===== src/rtl/count_cmd_seq.sv =====
`default_nettype none
// ============================================================================
// Module      : count_cmd_seq
// Description : Command sequencer feeding a 4-bit mode counter; queues
//               {mode, data, length} commands and reports per-command wraps.
// Revision    : 1.0 - initial release
// ============================================================================
module count_cmd_seq #(
    parameter int DEPTH = 4,
    parameter int LEN_W = 8
) (
    input  logic             clk,
    input  logic             reset,
    input  logic             cmd_valid,
    output logic             cmd_ready,
    input  logic [1:0]       cmd_mode,
    input  logic [3:0]       cmd_data,
    input  logic [LEN_W-1:0] cmd_len,
    output logic             cnt_enable,
    output logic [1:0]       cnt_modo,
    output logic [3:0]       cnt_D,
    input  logic             cnt_rco,
    output logic             busy,
    output logic             done,
    output logic [LEN_W-1:0] wraps
);

    localparam int             c_AW       = $clog2(DEPTH);
    localparam logic [c_AW:0]  c_PTR_ONE  = (c_AW+1)'(1);
    localparam logic [LEN_W-1:0] c_LEN_ONE = LEN_W'(1);
    localparam logic [LEN_W-1:0] c_LEN_MAX = {LEN_W{1'b1}};

    localparam logic [1:0] c_S_IDLE = 2'd0;
    localparam logic [1:0] c_S_RUN  = 2'd1;
    localparam logic [1:0] c_S_TAIL = 2'd2;

    logic [1:0]       r_fifo_mode [DEPTH];
    logic [3:0]       r_fifo_data [DEPTH];
    logic [LEN_W-1:0] r_fifo_len  [DEPTH];
    logic [c_AW:0]    r_wr_ptr;
    logic [c_AW:0]    r_rd_ptr;

    logic [1:0]       r_state;
    logic [1:0]       w_state_next;
    logic [LEN_W-1:0] r_rem;
    logic [LEN_W-1:0] r_wrap_cnt;
    logic             r_en_d;

    logic             w_full;
    logic             w_empty;
    logic             w_push;
    logic             w_pop;
    logic             w_wrap_inc;
    logic [LEN_W-1:0] w_wrap_next;
    logic [1:0]       w_head_mode;
    logic [3:0]       w_head_data;
    logic [LEN_W-1:0] w_head_len;

    // Extra pointer MSB distinguishes full from empty when the indices match.
    assign w_empty = (r_wr_ptr == r_rd_ptr);
    assign w_full  = (r_wr_ptr[c_AW] != r_rd_ptr[c_AW]) &&
                     (r_wr_ptr[c_AW-1:0] == r_rd_ptr[c_AW-1:0]);
    assign cmd_ready = ~w_full;
    assign w_push    = cmd_valid & ~w_full;
    assign busy      = (r_state != c_S_IDLE) || ~w_empty;

    assign w_head_mode = r_fifo_mode[r_rd_ptr[c_AW-1:0]];
    assign w_head_data = r_fifo_data[r_rd_ptr[c_AW-1:0]];
    assign w_head_len  = r_fifo_len[r_rd_ptr[c_AW-1:0]];

    // rco is only trusted one cycle after an enabled counter edge.
    assign w_wrap_inc  = r_en_d & cnt_rco;
    assign w_wrap_next = (w_wrap_inc && (r_wrap_cnt != c_LEN_MAX)) ?
                         (r_wrap_cnt + c_LEN_ONE) : r_wrap_cnt;

    always_ff @(posedge clk) begin
        if (w_push) begin
            r_fifo_mode[r_wr_ptr[c_AW-1:0]] <= cmd_mode;
            r_fifo_data[r_wr_ptr[c_AW-1:0]] <= cmd_data;
            r_fifo_len[r_wr_ptr[c_AW-1:0]]  <= cmd_len;
        end
    end

    always_comb begin
        w_state_next = r_state;
        w_pop        = 1'b0;
        case (r_state)
            c_S_IDLE: begin
                if (!w_empty) begin
                    w_pop        = 1'b1;
                    w_state_next = c_S_RUN;
                end
            end
            c_S_RUN: begin
                if (r_rem == c_LEN_ONE) begin
                    w_state_next = c_S_TAIL;
                end
            end
            c_S_TAIL: w_state_next = c_S_IDLE;
            default:  w_state_next = c_S_IDLE;
        endcase
    end

    always_ff @(posedge clk) begin
        if (!reset) begin
            r_state    <= c_S_IDLE;
            r_wr_ptr   <= '0;
            r_rd_ptr   <= '0;
            r_rem      <= '0;
            r_wrap_cnt <= '0;
            r_en_d     <= 1'b0;
            cnt_enable <= 1'b0;
            cnt_modo   <= 2'b00;
            cnt_D      <= 4'h0;
            done       <= 1'b0;
            wraps      <= '0;
        end else begin
            r_state    <= w_state_next;
            r_en_d     <= cnt_enable;
            cnt_enable <= (w_state_next == c_S_RUN);
            done       <= 1'b0;
            r_wrap_cnt <= w_wrap_next;
            if (w_push) begin
                r_wr_ptr <= r_wr_ptr + c_PTR_ONE;
            end
            if (w_pop) begin
                r_rd_ptr   <= r_rd_ptr + c_PTR_ONE;
                cnt_modo   <= w_head_mode;
                cnt_D      <= w_head_data;
                r_rem      <= (w_head_len == '0) ? c_LEN_ONE : w_head_len;
                r_wrap_cnt <= '0;
            end
            if (r_state == c_S_RUN) begin
                r_rem <= r_rem - c_LEN_ONE;
            end
            // TAIL has just sampled the last rco, so publish the updated count.
            if (r_state == c_S_TAIL) begin
                done  <= 1'b1;
                wraps <= w_wrap_next;
            end
        end
    end

endmodule
`default_nettype wire


===== config.mk =====
export PLATFORM = sky130hd
export DESIGN_NAME = count_cmd_seq
export DESIGN_NICKNAME = d
export VERILOG_FILES = /design/src/rtl/count_cmd_seq.sv
export SDC_FILE = /design/constraint.sdc
export NUM_CORES = 1
export LEC_CHECK = 0
export BUFFER_PORTS_ARGS = -buffer_cell sky130_fd_sc_hd__buf_2
export CORE_MARGIN = 2
export CORE_UTILIZATION = 58
export CTS_CLUSTER_SIZE = 30
export DETAILED_ROUTE_END_ITERATION = 8
export PLACE_DENSITY = 0.88
export SYNTH_ARGS = -nofsm -noshare
export SYNTH_HDL_FRONTEND = slang
export SYNTH_SLANG_ARGS = --single-unit

===== constraint.sdc =====
create_clock -name clk -period 2.3 [get_ports clk]
set_clock_uncertainty 0.05 [all_clocks]
set_input_delay 0.46 -clock clk [delete_from_list [all_inputs] [get_ports clk]]
set_output_delay 0.46 -clock clk [all_outputs]
set_load 0.02 [all_outputs]

==> impl_metrics.csv <==
group,metric,value,unit
worst_setup_path,cp-start-kind,"register",
die,io-pin-count,36,
synthesis,synth_top_family_by_area,"compound AO/OA/AOI/OAI gates",
outcome,status,"finished, final reports clean",
pwr,p_leak,1.68,nW
cells_and_area,nNetsFinal,371,
synthesis,synthSimpleGateAreaFrac,0.0989,
synthesis,synth_nets,326,
synthesis,syn_inst,300,
global_route,globalRouteOverflowTotal,0,
route,post_drt_via_cell_ratio,6.09,
clock_tree,htreeDepth,3,
route,wirelength,7760,um
synthesis,synth.distinct_cells,44,
synthesis,synth.area.mux_share,0.0831,
synthesis,synth_edf_count,56,
place,dpl.hpwl,5470,um
timing,rsz0062_at_grt,"false",
timing,period_share,0.974,
pwr,p_comb_frac,0.320,
place,portBuffers,35,
synthesis,synth_warnings,0,
place,place_congestion,0.856,
synthesis,synth_compound_area_frac,0.107,
timing,hold_viol,0,
timing,fmax,446,MHz
route,final_antenna_net_count,0,
worst_setup_path,crit_fanout,6,
clock_tree,clk_pin_slew,90,ps
worst_setup_path,crit_arrival,1730,ps
synthesis,synth_seq_cells,99,
pwr,p_sw_frac,0.344,
clock_tree,cts_num_sinks,99,
pwr,switchingPower,0.00168,W
cells_and_area,final_area,4570,um2
die,initial_core_util,0.597,
worst_setup_path,slowest_stage,"dfxtp_1",
timing,layout_min_cycle_time,2240,ps
pwr,pwr-share-clk,0.208,
die,fp-row-count,30,
timing,drv_slew,0,
min_path,hold_path_class,"primary input to register",
pwr,p_per_area,1070,nW/um2
die,fp.dieH,87.4,um
timing,finalSetupTns,0,ps
clock_tree,cts_made_buffers,9,
route,drt_first_pass_iters,5,
synthesis,synthAdderAreaFrac,0.0248,
worst_setup_path,cp.required,1790,ps
timing,timing.slew.headroom,0.570,
timing,setup_viol,0,
route,wire_per_inst,18.1,um
cells_and_area,fill_cells,461,
worst_setup_path,path_cells,"xor2_2 > nor3_2 > nand2_1 > buf_2",
die,die-area,7640,um2
route,drc,0,
synthesis,ys_seq_area_frac,0.630,
global_route,antenna_found_initial,0,
clock_tree,clk_path_buf_depth,2,
synthesis,synth_ff_type,"edfxtp_1",
timing,hold_ws,253,ps
cells_and_area,drive_gt1_frac,0.255,
global_route,grt_start_max_net_pins,22,
synthesis,syn_avg_cell_area,13.5,um2
die,die_x,87.4,um
cells_and_area,layout_commonest_cell,"edfxtp_1",
cells_and_area,layout.cells.non_filler,429,
timing,worst_pin_slew,642,ps
worst_setup_path,max_stage_delay,500,ps
synthesis,synth_xor_area_frac,0.0326,
global_route,grt_pass1_wl,12600,um
clock_tree,clock_latency,370,ps
job,maxCapViolCount,0,
place,dpl.cell_count,414,
global_route,track_usage,0.224,
min_path,hp-start,"cmd_data[1]",
worst_setup_path,cp.buffers_inverters,1,
pwr,p_seq_frac,0.472,
synthesis,synth-async-reset-ratio,0,
pwr,p_int,0.00322,W
worst_setup_path,endpoint_kind,"output port",
worst_setup_path,startpoint,"r_wr_ptr[1]",
global_route,grt_pass1_vias,2548,
cells_and_area,area_growth,13.2,%
cells_and_area,antenna-diode-count,0,
route,drt_iter0_markers,211,
die,core,6760,um2
worst_setup_path,crit_type,"register to output port",
synthesis,syn-cell-area,4040,um2
clock_tree,clock-root-buffer,"clkbuf_8",
cells_and_area,layout_common_cells,"edfxtp_1 (56), dfxtp_1 (43), buf_2 (35)",
worst_setup_path,cp_top_family,"flip-flops",
worst_setup_path,reg2reg_from,"r_wr_ptr[1]",
route,vias,2612,
pwr,ir_drop,0.666,mV
clock_tree,cts_tree,"built",
place,placed_cell_area,4370,um2
-- what timing repair did --
item                                    in CTS  in global routing
hold buffers                                 0                  0
buffers inserted                             0                  0
gates resized for setup                      1                  2
endpoints found under the setup margin       1                  1
-- per-layer routing --
metal / track usage / up-vias / wire length, um
li1: - / 1230 / -
met1: 0.277 / 1267 / 3110
met2: 0.375 / 103 / 4060
met3: 0.0654 / 12 / 490
met4: 0.0783 / 0 / 96
met5: 0 / - / 0
-- path summary, 6_finish.rpt --
kind	to	slack, ps	depth (start not counted)
hold reg to reg	cnt_modo[0]	410	2
setup / recovery	busy	60	4
hold / removal	r_fifo_data[0][1]	250	1
setup reg to reg	r_fifo_len[1][2]	360	4
-- stage by stage --
step | setup WS [ps] | util | power [W]
after floorplan | 381 | - | 0.00344
after global placement | 430 | 0.647 | 0.00379
after detailed placement | 343 | 0.647 | 0.00388
after CTS | 84.5 | 0.674 | 0.00491
after global routing | 4.08 | 0.676 | 0.00517
final | 60.1 | 0.676 | 0.00490
-- sequential cells by signal, summed over array words and instances (netlist names), named ones only --
name         flops
r_fifo_len      32
done             1
r_wrap_cnt       8
r_state          2
r_rem            8
r_rd_ptr         3
r_fifo_data     16
cnt_modo         2
r_wr_ptr         3
wraps            8
cnt_enable       1
cnt_D            4
r_fifo_mode      8
r_en_d           1
-- power by group through the flow --
stage	logic, W	clock network (W)	registers, W
global route	0.00170	0.00112	0.00235
global placement	0.00146	0	0.00233
floorplan	0.00114	0	0.00229
detailed placement	0.00153	0	0.00234
finish	0.00157	0.00102	0.00232
CTS	0.00155	0.00105	0.00231
-- kinds of logic (layout without fill, tap and decap cells) --
kind of cell               Yosys count  after routing
DFF                                 99             99
and+or+nand+nor                     80             80
AOI/OAI and AO/OA                   59             59
buffers and inverters               23             72
muxes                               16             16
xor gates and xnor gates            15             15
adders and majority gates            8              8
-- synth_stat cells (2+ instances only) --
master	n	area, um2
nor2b_1	2	12.5
nand3_1	6	30.0
buf_2	5	25.0
o221a_2	5	56.3
o211ai_1	5	37.5
mux4_2	14	315
and3_1	5	31.3
nor4_1	4	25.0
xnor2_1	6	52.6
a311oi_1	2	17.5
or3_1	3	18.8
o21ai_0	8	40.0
nor2_1	16	60.1
a31oi_1	2	12.5
inv_1	8	30.0
nand2_1	26	97.6
o31a_1	5	43.8
and4_1	3	26.3
nand4_1	3	18.8
o2111a_1	2	22.5
a21oi_1	19	95.1
clkbuf_1	8	30.0
xor2_1	9	78.8
edfxtp_1	56	1680
and2_1	5	31.3
nor3_1	4	20.0
o31ai_1	2	15.0
dfxtp_1	43	861
mux2i_1	2	20.0
ha_1	8	100
-- layout make-up --
cell class | instances | area (um2) | area share
multi-input combinational | 178 | 1420 | 0.310
tap | 80 | 100 | 0.0219
clock buffer | 9 | 124 | 0.0271
inverter | 9 | 33.8 | 0.00739
timing repair buffer | 48 | 298 | 0.0652
sequential | 99 | 2540 | 0.556
clock inverter | 6 | 55.1 | 0.0120
Note: power is estimated with default switching activity, not from simulation.
